## config.mk

```make
export PLATFORM = sky130hd
export DESIGN_NAME = ln_wdma
export DESIGN_NICKNAME = d
export VERILOG_FILES = /design/src/rtl/ln_wdma.sv
export SDC_FILE = /design/constraint.sdc
export NUM_CORES = 2
export LEC_CHECK = 0
export ABC_CLOCK_PERIOD_IN_PS = 29700
export BUFFER_PORTS_ARGS = -buffer_cell sky130_fd_sc_hd__buf_2
export CAP_MARGIN = 20
export CORE_ASPECT_RATIO = 0.6
export CORE_UTILIZATION = 25
export DETAILED_ROUTE_END_ITERATION = 10
export PLACE_DENSITY_LB_ADDON = 0.1
export SYNTH_ARGS = -nofsm -noshare
export SYNTH_HDL_FRONTEND = slang
export SYNTH_SLANG_ARGS = --single-unit
export TNS_END_PERCENT = 10
```

## constraint.sdc

```tcl
create_clock -name clk -period 29.7 [get_ports clk]
set_clock_uncertainty 0.1 [all_clocks]
set_input_delay 5.94 -clock clk [delete_from_list [all_inputs] [get_ports clk]]
set_output_delay 5.94 -clock clk [all_outputs]
set_load 0.02 [all_outputs]
```

## src/rtl/ln_wdma.sv

```systemverilog
// LN stage-2 write-back DMA: FIFO-buffered result beats drained as single-beat MCIF writes with
// CSR-derived addresses. Optional sticky overflow flag under `LN_WDMA_OVF_CHK_EN.
module ln_wdma #(
  parameter int unsigned DW         = 256,
  parameter int unsigned FIFO_DEPTH = 8,
  parameter int unsigned BYTES_BEAT = 32,
  parameter int unsigned CH_W       = 5,
  parameter int unsigned W_W        = 8,
  parameter int unsigned H_W        = 8
) (
  input  logic             clk,
  input  logic             rst_n,
  input  logic             start,
  input  logic [CH_W-1:0]  CH_in_div_Tout,
  input  logic [H_W-1:0]   h_in,
  input  logic [W_W-1:0]   w_in,
  input  logic [31:0]      feature_out_base_addr,
  input  logic [25:0]      feature_out_surface_stride,
  input  logic [15:0]      feature_out_line_stride,
  input  logic [DW-1:0]    dat_in,
  input  logic             dat_in_vld,
  output logic             credit_vld,
  output logic             LN2mcif_wr_req_vld,
  input  logic             LN2mcif_wr_req_rdy,
  output logic [32+DW-1:0] LN2mcif_wr_req_pd,
  output logic             busy,
  output logic             done
`ifdef LN_WDMA_OVF_CHK_EN
  ,
  output logic             ovf_err
`endif
);

  localparam int unsigned AW = $clog2(FIFO_DEPTH);
  localparam logic [AW:0] CNT_FULL = FIFO_DEPTH[AW:0];
  localparam logic [31:0] BB = BYTES_BEAT[31:0];

  typedef enum logic [1:0] {IDLE, RUN, DONE} state_e;
  state_e state_q, state_d;

  logic [CH_W-1:0] ch_q, c_q, c_d;
  logic [W_W-1:0]  w_q, wc_q, wc_d;
  logic [H_W-1:0]  h_q, hc_q, hc_d;
  logic [31:0]     sstr_q, lstr_q;
  logic [31:0]     addr_q, addr_d, col_q, col_d, row_q, row_d;

  logic [DW-1:0]   mem_q [FIFO_DEPTH];
  logic [AW-1:0]   wp_q, rp_q;
  logic [AW:0]     cnt_q;
  logic            credit_q;

  logic run, start_ok, empty, full, push, pop;
  logic last_c, last_w, last_h, last_beat;

  assign run       = (state_q == RUN);
  assign start_ok  = start && (state_q == IDLE);
  assign empty     = (cnt_q == '0);
  assign full      = (cnt_q == CNT_FULL);
  assign pop       = LN2mcif_wr_req_vld && LN2mcif_wr_req_rdy;
  // A full FIFO still accepts a beat when the head leaves in the same cycle.
  assign push      = dat_in_vld && run && (!full || pop);
  assign last_c    = (c_q == ch_q - 1'b1);
  assign last_w    = (wc_q == w_q - 1'b1);
  assign last_h    = (hc_q == h_q - 1'b1);
  assign last_beat = last_c && last_w && last_h;
  assign credit_vld = credit_q;

  always_comb begin
    state_d            = state_q;
    busy               = (state_q != IDLE);
    done               = 1'b0;
    LN2mcif_wr_req_vld = 1'b0;
    case (state_q)
      IDLE: if (start) state_d = RUN;
      RUN: begin
        LN2mcif_wr_req_vld = !empty;
        if (pop && last_beat) state_d = DONE;
      end
      DONE: begin
        done    = 1'b1;
        state_d = IDLE;
      end
      default: state_d = IDLE;
    endcase
  end

  assign LN2mcif_wr_req_pd = LN2mcif_wr_req_vld ? {addr_q, mem_q[rp_q]} : '0;

  // row_q/col_q hold the h- and w-term partial sums so each wrap reloads without a multiplier.
  always_comb begin
    c_d    = c_q;
    wc_d   = wc_q;
    hc_d   = hc_q;
    addr_d = addr_q;
    col_d  = col_q;
    row_d  = row_q;
    if (start_ok) begin
      c_d    = '0;
      wc_d   = '0;
      hc_d   = '0;
      addr_d = feature_out_base_addr;
      col_d  = feature_out_base_addr;
      row_d  = feature_out_base_addr;
    end else if (pop) begin
      if (!last_c) begin
        c_d    = c_q + 1'b1;
        addr_d = addr_q + sstr_q;
      end else begin
        c_d = '0;
        if (!last_w) begin
          wc_d   = wc_q + 1'b1;
          col_d  = col_q + BB;
          addr_d = col_q + BB;
        end else begin
          wc_d   = '0;
          hc_d   = last_h ? '0 : hc_q + 1'b1;
          row_d  = row_q + lstr_q;
          col_d  = row_q + lstr_q;
          addr_d = row_q + lstr_q;
        end
      end
    end
  end

  always_ff @(posedge clk or negedge rst_n) begin
    if (!rst_n) begin
      state_q  <= IDLE;
      ch_q     <= '0;
      w_q      <= '0;
      h_q      <= '0;
      sstr_q   <= '0;
      lstr_q   <= '0;
      c_q      <= '0;
      wc_q     <= '0;
      hc_q     <= '0;
      addr_q   <= '0;
      col_q    <= '0;
      row_q    <= '0;
      wp_q     <= '0;
      rp_q     <= '0;
      cnt_q    <= '0;
      credit_q <= 1'b0;
    end else begin
      state_q  <= state_d;
      c_q      <= c_d;
      wc_q     <= wc_d;
      hc_q     <= hc_d;
      addr_q   <= addr_d;
      col_q    <= col_d;
      row_q    <= row_d;
      credit_q <= pop;
      if (start_ok) begin
        ch_q   <= CH_in_div_Tout;
        w_q    <= w_in;
        h_q    <= h_in;
        sstr_q <= {6'd0, feature_out_surface_stride};
        lstr_q <= {16'd0, feature_out_line_stride};
        wp_q   <= '0;
        rp_q   <= '0;
        cnt_q  <= '0;
      end else begin
        if (push) wp_q <= wp_q + 1'b1;
        if (pop)  rp_q <= rp_q + 1'b1;
        if (push && !pop)      cnt_q <= cnt_q + 1'b1;
        else if (!push && pop) cnt_q <= cnt_q - 1'b1;
      end
    end
  end

  always_ff @(posedge clk) begin
    if (push) mem_q[wp_q] <= dat_in;
  end

`ifdef LN_WDMA_OVF_CHK_EN
  logic ovf_q;
  assign ovf_err = ovf_q;
  always_ff @(posedge clk or negedge rst_n) begin
    if (!rst_n)                                          ovf_q <= 1'b0;
    else if (start_ok)                                   ovf_q <= 1'b0;
    else if (dat_in_vld && (!run || (full && !pop)))     ovf_q <= 1'b1;
  end
`endif

endmodule
```

---- Word-level counts from Yosys, hierarchy flattened ----
Memory sizes are Yosys's and may differ from the RTL's.
Index checks and enable logic that the tools add are counted.
word-level totals
  flip-flop bits (word level) ............. 193
  RAM bits ................................ 2,048
  input bits .............................. 356
  output and inout port bits .............. 292
  logic and storage cells ................. 101
  memories ................................ 1
memory list
  name   words  width  rd ports  clocked after memory_dff  wr ports  RTL line  text
  mem_q  8      256    1         0                         1         47        logic [DW-1:0] mem_q [FIFO_DEPTH];
cells by class
  $add $sub $neg .......................... 13
  eq/ne operators ......................... 8
  muxes and demuxes ....................... 38
  reduce and logical (&&, ||, !) cells .... 25
operators with widths
  kind                                              count
  2-to-1 mux 32 bit                                 11
  2-to-1 mux 288 bit                                1
  2-to-1 mux 8 bit                                  9
  adder 32 x 16 -> 32 bit                           1
  adder 32 x 26 -> 32 bit                           1
  adder 32 x 6 -> 32 bit, second input constant     1
  adder 8 x 1 -> 8 bit, second input constant       2
  == test 8 bit                                     2
  subtractor 8 x 1 -> 8 bit, second input constant  2
  2-to-1 mux 5 bit                                  3
  2-to-1 mux 3 bit                                  4
  2-to-1 mux 4 bit                                  3
  nonzero test 2 bit                                5
  logical AND 1 bit                                 9
  adder 3 x 1 -> 3 bit, second input constant       2
  adder 5 x 1 -> 5 bit, second input constant       1
  == test 5 bit                                     1
  subtractor 5 x 1 -> 5 bit, second input constant  1
  adder 4 x 1 -> 4 bit, second input constant       1
  == test 4 bit, second input constant              1
  logical NOT 1 bit                                 4
  logical NOT 4 bit                                 1
  2-to-1 mux 1 bit                                  4
  2-to-1 mux 2 bit                                  2
  other kinds (11)                                  12

---- Logic depth before layout (Yosys ltp) ----
  depth after elaboration ................. 11
  gate-level depth with buffers ........... 13
  depth with buffers taken out ............ 12

---- Worst setup path before layout ----
Ideal clock, no wire load.
  path type ............................... input -> register
  from .................................... input LN2mcif_wr_req_rdy
  to ...................................... memory mem_q[2][0] (enable)
  library setup time ...................... 1,239 ps
  data arrival time ....................... 24,842 ps
  data required time ...................... 28,361 ps
  slack ................................... 3,519 ps
  cell stages on the path ................. 3
  buffers on the path ..................... 0
  cell sequence ........................... o311a_1 nand2b_1 nor3b_1
on the way
  longest elaborated chain between the ends .. 5
RTL lines
  element                                 RTL line  text
  start: declaration                      24        input logic LN2mcif_wr_req_rdy,
  logical AND 1 bit                       59        assign pop = LN2mcif_wr_req_vld && LN2mcif_wr_req_rdy;
  logical OR 1 bit                        61        assign push = dat_in_vld && run && (!full || pop);
  logical AND 1 bit                       61
  2-to-1 mux 1 bit                        171       if (push) mem_q[wp_q] <= dat_in;
  2-to-1 mux 1 bit (not written as such)  171
  end: declaration                        47
Every way passes these cells.

---- Worst setup path after layout ----
  from .................................... register rp_q[0]
  to ...................................... output LN2mcif_wr_req_pd[81]
on the way
  longest elaborated chain between the ends .. 2
RTL lines
  element                   RTL line  text
  start: declaration        48        logic [AW-1:0] wp_q, rp_q;
  start signal: assignment  163       if (pop) rp_q <= rp_q + 1'b1;
  memory (8 x 256 bit)      -
  2-to-1 mux 288 bit        87        assign LN2mcif_wr_req_pd = LN2mcif_wr_req_vld ? {addr_q, mem_q[rp_q]} : '0;
  end: declaration          25        output logic [32+DW-1:0] LN2mcif_wr_req_pd,
Every way passes these cells.

==> impl_metrics.ini <==
[worst_hold_path]
whs_endpoint = state_q[0]$_DFFE_PN0P_
min_path_cells = 1
hold_start = state_q[1]$_DFFE_PN0P_
worst_hold_path_type = register to register

[timing]
finalSetupViolCount = 0
finalHoldViolCount = 0
worst_pin_slew_ps = 1114
rsz0062_at_grt = no
setup_tns_ps = 0
slew_viol_final = 0
period_needed_ps = 12210
fmax_ghz = 0.08190
max-slew-margin-rel_pct = 25.77
period_share_pct = 41.11

[cts]
cts_max_path_buffers = 4
htreeDepth = 4
cts_hold_buf = 0
clock-sinks = 2241
cts-resized-gates = 0
clkTransAtPathRegs_ps = 60
clockRootBuffer = clkbuf_16
cts_setup_buffers = 0
cts_tree = done
clk-insertion-delay-late_ps = 860
cts_buffers = 233

[synthesis]
synthMuxAreaShare_pct = 15.97
syn_inst = 4731
seq_area_frac_synth_pct = 73.96
synth_compound_area_share_pct = 2.599
async_flop_share_pct = 8.612
synth_top_family_by_area = multiplexers
synth_xor_area_share_pct = 1.250
synth_fp_nets = 5143
synthesis.area_um2 = 89680
synth_edf_count = 2048
ys_warn_count = 0
synth_ff_type = edfxtp_1
synth-simple-area-share_pct = 4.261
avgSynthCellArea_um2 = 18.96
synth-adder-area-share_pct = 0.8064
synth_cell_types = 75
synth_seq_cells = 2241

[floorplanning]
dieHeight_um = 465.9
ios = 648
num_rows = 169
coreArea_um2 = 355200
start_util_pct = 25.24
die_area_um2 = 361200
chipWidth_um = 775.2

[pwr]
fin_total_pwr_mw = 10.84
p_per_area_nw_per_um2 = 102.0
power.leakage_nw = 36.33
peakVddDrop_v = 0.00007834

[critical_path]
cp-start-kind = register
r2r_start = cnt_q[1]$_DFFE_PN0P_
endpoint_kind = output port
cp_num_buf_inv = 6
critPathMaxStageDelay_ps = 900
r2r_cells = 16
cp.required_ps = 23660
critical-path-top-delay-family = buffers and inverters
cpMostUsedCell = buf_4
path_max_fanout = 91
crit_type = register to output port
r2r_slack_ps = 24480
worstPathCellList = buf_12 -> buf_4 -> buf_4 -> buf_4 -> buf_12 -> mux4_2 -> mux2i_1 -> nor2_1 -> buf_2
critPathArrivalTime_ps = 6170
timing.rr.end = wc_q[6]$_DFFE_PN0P_
cpMaxStageDelayCell = dfrtp_4

[placement]
hpwl_um = 156400
io_buffers = 647
gp_congestion = 0.7717

[run]
cap_violations = 0

[grt]
grt_pass1_vias = 48600
grt_max_degree = 127
grt_pass1_wl_um = 378700
gr-total-overflow = 0
busiest_layer = met2
grt_use_total_pct = 14.38
grtUsageMet3_pct = 3.429
use_met2_pct = 21.63
use_met1_pct = 21.15
antenna_found_initial = 103

[finish]
num-fill-cells = 34910
drive_above_1_share_pct = 28.43
areaGrowthSynthToFinish_pct = 18.49
nNetsFinal = 5881

[route]
wl_um = 266200
avgRoutedWirePerCell_um = 25.68
via_per_inst = 4.521
ant_nets = 0
drc = 0
drt_first_pass_iters = 7
initialDrtViolationCount = 3382
via_count = 46870

[run_status]
status = finished clean
per-stage QoR:
stage               util, %  worst slack, ps  hold slack (ps)  cell area [um2]  cells
floorplan                 -             3519            348.1            89680   4731
global placement      27.82            17950            373.1            98820   9934
detailed placement    27.83            17890            382.9            98850   9935
CTS                   29.90            16910            396.7           106200  10360
global route          29.91            16730            419.7           106200  10360
finish                29.91            17490            392.5           106300  10370
Yosys cell counts (4+ instances only):
cell | number | share of area, %
a222oi_1 | 5 | 0.056
inv_1 | 34 | 0.14
nand4_1 | 12 | 0.084
nand3_1 | 39 | 0.22
nor3b_1 | 5 | 0.042
and3_1 | 22 | 0.15
nor3_1 | 24 | 0.13
edfxtp_1 | 2048 | 69
o21a_1 | 11 | 0.092
a211o_1 | 6 | 0.059
a21oi_1 | 73 | 0.41
ha_1 | 53 | 0.74
xor2_1 | 64 | 0.63
dfrtp_1 | 193 | 5.4
clkbuf_1 | 120 | 0.50
a221o_1 | 7 | 0.078
buf_1 | 95 | 0.40
and2_1 | 35 | 0.24
o21bai_1 | 7 | 0.059
a211oi_1 | 15 | 0.13
nand4b_1 | 4 | 0.039
mux2i_1 | 275 | 3.1
xnor2_1 | 64 | 0.63
or3_1 | 11 | 0.077
o221ai_1 | 5 | 0.049
o211ai_1 | 27 | 0.23
nor3_2 | 4 | 0.045
o21ai_1 | 13 | 0.073
nor2b_1 | 13 | 0.091
o21ai_0 | 90 | 0.50
nor2_1 | 372 | 1.6
and4_1 | 5 | 0.049
o22ai_1 | 10 | 0.070
a31oi_1 | 25 | 0.17
nand2_1 | 311 | 1.3
a21boi_0 | 5 | 0.042
a22oi_1 | 6 | 0.050
buf_2 | 19 | 0.11
a21o_1 | 26 | 0.22
mux4_2 | 512 | 13
nand2b_1 | 7 | 0.049
placed cells by master (no fill, tap or decap), types with 12 or more instances in the layout:
master	synthesis	layout
a211oi_1	15	15
a21o_1	26	26
a21oi_1	73	73
a31oi_1	25	25
and2_1	35	34
and3_1	22	22
buf_12	0	14
buf_2	19	646
buf_4	0	75
bufinv_16	0	19
clkbuf_1	120	48
clkbuf_16	0	233
clkbuf_8	0	14
clkinv_1	0	51
clkinv_2	0	39
dfrtp_1	193	190
edfxtp_1	2048	2048
ha_1	53	53
inv_1	34	34
mux2i_1	275	275
mux4_2	512	512
nand2_1	311	311
nand3_1	39	39
nand4_1	12	12
nor2_1	372	370
nor2b_1	13	13
nor3_1	24	22
o211ai_1	27	27
o21ai_0	90	90
o21ai_1	13	12
xnor2_1	64	64
xor2_1	64	64
power breakdown:
part,total (mW),leakage (nW),switching (mW),internal [mW]
Clock,2.89,3.61,1.26,1.63
Combinational,3.78,11.7,2.38,1.41
Sequential,4.16,21.0,0.202,3.96
layout make-up:
| type | instances | area [um2] | share of cell area, % |
|---|---|---|---|
| repair buffers | 737 | 4118 | 3.875 |
| well taps | 4702 | 5883 | 5.537 |
| inverters | 36 | 135.1 | 0.1272 |
| clock buffers | 294 | 6190 | 5.825 |
| flip-flops and latches | 2241 | 66340 | 62.43 |
| clock inverters | 128 | 1179 | 1.109 |
| multi-input cells | 2220 | 22390 | 21.07 |
| diodes | 9 | 22.52 | 0.02120 |
worst max path at each step:
stage / to / cells past startpoint / startpoint
2_1_floorplan: mem_q[2][0]$_DFFE_PP_ / 3 / LN2mcif_wr_req_rdy
3_3_place_gp: LN2mcif_wr_req_pd[81] / 8 / rp_q[0]$_DFFE_PN0P_
3_5_place_dp: LN2mcif_wr_req_pd[79] / 8 / rp_q[0]$_DFFE_PN0P_
4_1_cts: LN2mcif_wr_req_pd[81] / 8 / rp_q[0]$_DFFE_PN0P_
5_1_grt: LN2mcif_wr_req_pd[81] / 9 / rp_q[0]$_DFFE_PN0P_
6_report: LN2mcif_wr_req_pd[81] / 9 / rp_q[0]$_DFFE_PN0P_
state kept, by name, indices dropped and copies added (netlist names):
name and count:
rp_q 3, c_q 5, lstr_q 16, col_q 32
wp_q 3, cnt_q 4, state_q 2, credit_vld 1
row_q 32, h_q 8, mem_q 2048, hc_q 8
wc_q 8, addr_q 32, sstr_q 26, ch_q 5
w_q 8
cell families after synthesis:
| group | Yosys count |
|---|---|
| fa+ha+maj | 56 |
| flops | 2241 |
| simple gates | 884 |
| compound gates | 362 |
| xor+xnor | 128 |
| mux | 790 |
| buf+inv | 270 |
per-layer routing:
metal | up-vias | part of all wire, %
met5 | - | 0.15
met4 | 68 | 2.1
met3 | 464 | 6.0
met2 | 1156 | 44
met1 | 24780 | 48
li1 | 20400 | -
No activity file was read; power rests on OpenSTA's default activity.
